**src/rtl/physics_raster.sv**
```systemverilog
// Renders up to N_PART particles into a GRID x GRID pixel matrix, one pixel per clock, on a period tick or refresh.
// Frames are double-buffered: matrix changes only at COMMIT, GRID*GRID+1 edges after the start edge.
module physics_raster #(
  parameter int N_PART       = 4,
  parameter int GRID         = 16,
  parameter int COORD_W      = 16,
  parameter int FRAC         = 4,
  parameter int RADIUS_SQ    = 1,
  parameter int FRAME_CYCLES = 10000
) (
  input  logic                        clk,
  input  logic                        reset,
  input  logic [N_PART*COORD_W-1:0]   pos_x,
  input  logic [N_PART*COORD_W-1:0]   pos_y,
  input  logic [N_PART-1:0]           part_en,
  input  logic                        refresh,
  output logic [GRID*GRID-1:0]        matrix,
  output logic                        frame_done,
  output logic                        busy,
  output logic                        overrun
);

  localparam int NPIX = GRID * GRID;
  localparam int IW   = (NPIX > 1) ? $clog2(NPIX) : 1;
  localparam int PW   = (GRID > 1) ? $clog2(GRID) : 1;
  localparam int CW   = (FRAME_CYCLES > 1) ? $clog2(FRAME_CYCLES) : 1;
  localparam int SW   = 2 * COORD_W + 3;

  typedef enum logic [1:0] {IDLE, SCAN, COMMIT} state_t;

  state_t                      state_q;
  logic [CW-1:0]               cnt_q;
  logic [IW-1:0]               idx_q;
  logic [PW-1:0]               px_q, py_q;
  logic [N_PART*COORD_W-1:0]   sx_q, sy_q;
  logic [N_PART-1:0]           en_q;
  logic [NPIX-1:0]             back_q, matrix_q;
  logic                        done_q, overrun_q;

  logic                        tick, start_req, lit_d;
  logic signed [COORD_W-1:0]   cx, cy;
  logic signed [COORD_W:0]     px_s, py_s, dx, dy;
  logic signed [2*COORD_W+1:0] dxe, dye, sqx, sqy;
  logic [SW-1:0]               dist_sq;

  assign tick      = (cnt_q == CW'(FRAME_CYCLES - 1));
  assign start_req = tick | refresh;

  // Distance test for the current scan pixel against every snapshotted particle.
  always_comb begin
    lit_d   = 1'b0;
    cx      = '0;
    cy      = '0;
    dx      = '0;
    dy      = '0;
    dxe     = '0;
    dye     = '0;
    sqx     = '0;
    sqy     = '0;
    dist_sq = '0;
    px_s    = $signed({{(COORD_W+1-PW){1'b0}}, px_q});
    py_s    = $signed({{(COORD_W+1-PW){1'b0}}, py_q});
    for (int i = 0; i < N_PART; i++) begin
      cx      = $signed(sx_q[i*COORD_W +: COORD_W]) >>> FRAC;
      cy      = $signed(sy_q[i*COORD_W +: COORD_W]) >>> FRAC;
      dx      = px_s - $signed({cx[COORD_W-1], cx});
      dy      = py_s - $signed({cy[COORD_W-1], cy});
      dxe     = {{(COORD_W+1){dx[COORD_W]}}, dx};
      dye     = {{(COORD_W+1){dy[COORD_W]}}, dy};
      sqx     = dxe * dxe;
      sqy     = dye * dye;
      dist_sq = {1'b0, sqx} + {1'b0, sqy};
      if (en_q[i] && (dist_sq <= SW'(RADIUS_SQ))) lit_d = 1'b1;
    end
  end

  always_ff @(posedge clk or negedge reset) begin
    if (!reset) begin
      state_q   <= IDLE;
      cnt_q     <= '0;
      idx_q     <= '0;
      px_q      <= '0;
      py_q      <= '0;
      sx_q      <= '0;
      sy_q      <= '0;
      en_q      <= '0;
      back_q    <= '0;
      matrix_q  <= '0;
      done_q    <= 1'b0;
      overrun_q <= 1'b0;
    end else begin
      cnt_q  <= tick ? '0 : cnt_q + CW'(1);
      done_q <= 1'b0;
      if (start_req && (state_q != IDLE)) overrun_q <= 1'b1;
      case (state_q)
        IDLE: begin
          if (start_req) begin
            sx_q    <= pos_x;
            sy_q    <= pos_y;
            en_q    <= part_en;
            idx_q   <= '0;
            px_q    <= '0;
            py_q    <= '0;
            state_q <= SCAN;
          end
        end
        SCAN: begin
          back_q[idx_q] <= lit_d;
          if (idx_q == IW'(NPIX - 1)) begin
            state_q <= COMMIT;
          end else begin
            idx_q <= idx_q + IW'(1);
            if (px_q == PW'(GRID - 1)) begin
              px_q <= '0;
              py_q <= py_q + PW'(1);
            end else begin
              px_q <= px_q + PW'(1);
            end
          end
        end
        COMMIT: begin
          matrix_q <= back_q;
          done_q   <= 1'b1;
          state_q  <= IDLE;
        end
        default: state_q <= IDLE;
      endcase
    end
  end

  assign matrix     = matrix_q;
  assign frame_done = done_q;
  assign busy       = (state_q != IDLE);
  assign overrun    = overrun_q;

endmodule
```
**config.mk**
```make
export PLATFORM = sky130hd
export DESIGN_NAME = physics_raster
export DESIGN_NICKNAME = d
export VERILOG_FILES = /design/src/rtl/physics_raster.sv
export SDC_FILE = /design/constraint.sdc
export NUM_CORES = 2
export LEC_CHECK = 0
export BUFFER_PORTS_ARGS = -buffer_cell sky130_fd_sc_hd__clkbuf_2
export CAP_MARGIN = 10
export CORE_ASPECT_RATIO = 1.4
export CORE_UTILIZATION = 40
export CTS_BUF_LIST = sky130_fd_sc_hd__clkbuf_16
export CTS_CLUSTER_SIZE = 28
export DETAILED_ROUTE_END_ITERATION = 8
export HOLD_SLACK_MARGIN = 0.02
export PLACE_DENSITY = 0.65
export RECOVER_POWER = 50
export SYNTH_ARGS = -nofsm -noshare
export SYNTH_HDL_FRONTEND = slang
export SYNTH_SLANG_ARGS = --single-unit
```
**constraint.sdc**
```tcl
create_clock -name clk -period 15.4 [get_ports clk]
set_clock_uncertainty 0.2 [all_clocks]
set_input_delay 1.54 -clock clk [delete_from_list [all_inputs] [get_ports clk]]
set_output_delay 1.54 -clock clk [all_outputs]
set_load 0.02 [all_outputs]
```
==> run_results.csv <==
group,metric,value,unit
status,run_status,"complete, but fails checks",
status,violations,"capacitance limit, slew limit",
yosys,synth_ff_type,"dfrtp_1",
critical_path,rr_worst_depth,43,
sta,rsz0062_at_grt,"no",
yosys,synth_nets,10811,
placement,pre_cts_slack,1.77,ns
critical_path,crit_top_cell,"fa_1",
floorplanning,design.die.area,203000,um^2
drt,vias,61297,
global_route,antenna_found_initial,1,
drt,ant_nets,0,
yosys,synth_top_family_by_area,"adder cells",
yosys,syn_inst,8801,
sta,hold_violations,0,
placement,place_congestion,0.904,
yosys,synth_top_cell_area_share,0.287,
global_route,grt_max_degree,172,
yosys,ys_types,87,
clocking,htreeDepth,3,
drt,wl,212,mm
floorplanning,dieWidth,381,um
global_route,grt_overflow,0,
global_route,grt_util_all_layers,0.213,
yosys,post-synth-top-count-cell,"nand2_1",
critical_path,cp_max_fo,129,
clocking,cts_resized,0,
clocking,cts.clk_slew.worst_paths,0.07,ns
global_route,grt_pass1_wl,350,mm
yosys,ys_top_cells_by_count,"1662 x nand2_1, 1612 x inv_1, 1156 x fa_1",
critical_path,r2r_start,"py_q[0]",
yosys,synth-seq-cells,646,
critical_path,worstPathArrival,14.41,ns
sta,timing.final.ws_setup,1.39,ns
clocking,cts_buffers,73,
clocking,post-cts-setup-buffer-count,0,
yosys,synthMuxAreaShare,0.00311,
yosys,synth.area.top_cells,"fa_1 29%, dfrtp_1 20%, ha_1 11%, nand2_1 7.7%, inv_1 7.5%",
sta,setup_viol,0,
worst_hold_path,min_path_type,"reg2reg",
cells_and_area,synthToLayoutAreaGrowth,8.43,%
critical_path,required,15.81,ns
placement,place_hpwl,166,mm
floorplanning,initial_core_util,0.403,
sta,min_period,14.01,ns
clocking,tritoncts,"built",
floorplanning,row_count,194,
worst_hold_path,min_to,"matrix[96]",
sta,worst_slew_pin_slew,6.72,ns
drt,drt-initial-drc-count,3959,
clocking,cts-root-buf,"clkbuf_16",
clocking,insertion_delay,0.70,ns
yosys,synth_top_area_cell,"fa_1",
critical_path,cp.buffers_inverters,8,
yosys,avgSynthCellArea,9.15,um^2
floorplanning,design.core.area,200000,um^2
critical_path,crit_path_top_delay_cell,"xnor2_1",
drt,wire_per_inst,18.1,um
critical_path,regToRegEndpoint,"back_q[167]",
sta,period_share,0.909,
yosys,async_flop_share,1.00,
flow_run,cap_violations,9,
clocking,cts_sinks,646,
yosys,synthAdderAreaFrac,0.399,
sta,finalSetupTns,0,ns
cells_and_area,layout.nets,11037,
cells_and_area,finish.utilization,0.437,
drt,via_per_inst,5.22,
sta,relSlewSlack,-3.48,
cells_and_area,drive_gt1_frac,0.0689,
critical_path,endpoint_kind,"flip-flop",
critical_path,reg2reg_slack,1.39,ns
sta,fmax,71.4,MHz
cells_and_area,stdcell_count,11733,
global_route,grt_pass1_vias,66195,
clocking,clock_tree.buffer_depth,3,
yosys,synth_compound_area_frac,0.118,
floorplanning,io_pins,394,
critical_path,start_kind,"flip-flop",
yosys,yosys.area_share.simple,0.146,
yosys,ys_seq_area_frac,0.201,
drt,dr.pass1.iters,8,
yosys,synth_area,80500,um^2
sta,maxSlewViolCount,652,
placement,port_buffers,361,
critical_path,slowest_delay,0.79,ns
yosys,synth_xor_area_frac,0.0389,
worst_hold_path,min_from,"back_q[96]",
yosys,ys.warnings.count,0,
placement,placed_cells,11598,
drt,post-route-drc-count,0,
critical_path,path_class,"reg2reg",
clocking,cts_hold_buf,0,
worst_hold_path,whs_path_depth,2,
yosys,synth-edff-count,0,
floorplanning,die_y,533,um
critical_path,cp_top_family,"adder cells",
## stage by stage
step | hold WS, ns | cell area [um^2]
6_report | 0.246 | 87300
5_1_grt | 0.283 | 87300
4_1_cts | 0.257 | 87700
3_5_place_dp | 0.252 | 85300
3_3_place_gp | 0.245 | 85300
2_1_floorplan | 0.232 | 80500
## layout make-up
class | count | area (um^2)
Tap cell | 2646 | 3310
Clock inverter | 61 | 621
Inverter | 1625 | 6100
Multi-Input combinational cell | 6205 | 56900
Sequential cell | 646 | 16200
Fill cell | 19392 | 112000
Antenna cell | 1 | 2.50
Clock buffer | 73 | 1830
Timing Repair Buffer | 476 | 2400
## worst max path at each step
stage                        from     endpoint  slack, ns  depth (start not counted)
final                     py_q[0]  back_q[167]       1.39                         43
after global routing      py_q[0]  back_q[166]       0.65                         43
after CTS                 py_q[0]  back_q[167]       1.65                         43
after detailed placement  py_q[0]  back_q[113]       1.77                         43
after global placement    py_q[0]  back_q[165]       1.99                         43
after floorplan           px_q[0]  back_q[101]       4.81                         41
## worst min-delay path: cells and delay by family (launching register included)
family           cells  cell delay (ns)
AND/OR/NAND/NOR      2             0.10
flip-flops           1             0.35
## flip-flops by register name, summed over array words and instances, names as in the netlist
signal / cells
px_q: 4
sx_q: 48
matrix: 256
sy_q: 48
idx_q: 8
overrun: 1
back_q: 256
py_q: 4
frame_done: 1
en_q: 4
state_q: 2
cnt_q: 14
## layout by cell type (no fill, tap or decap), drive strengths merged, types with 110 or more instances in the layout
cell       n
nand2   1662
inv     1627
fa      1156
ha       719
dfrtp    646
nor2     532
clkbuf   439
a21oi    385
xnor2    263
a41oi    208
o21ai    141
nor3     112
buf      110
## metal layers
layer	vias up	share of wire	GRT usage
li1	28296	-	-
met1	30964	0.40	0.261
met2	1664	0.49	0.367
met3	373	0.069	0.0476
met4	0	0.038	0.0754
met5	-	0	0
## cells by family (layout without fill, tap and decap cells)
| group | Yosys count | count (layout) |
|---|---|---|
| AND/OR/NAND/NOR | 2782 | 2782 |
| AO/OA/AOI/OAI | 1166 | 1166 |
| adder cells (fa/ha/maj) | 1875 | 1875 |
| multiplexers | 24 | 24 |
| buffers and inverters | 1950 | 2235 |
| flip-flops | 646 | 646 |
| other | 0 | 1 |
| XOR/XNOR | 358 | 358 |
Power is not shown: default switching activity piles up to over one toggle a cycle in this logic, so the estimate is an artifact.
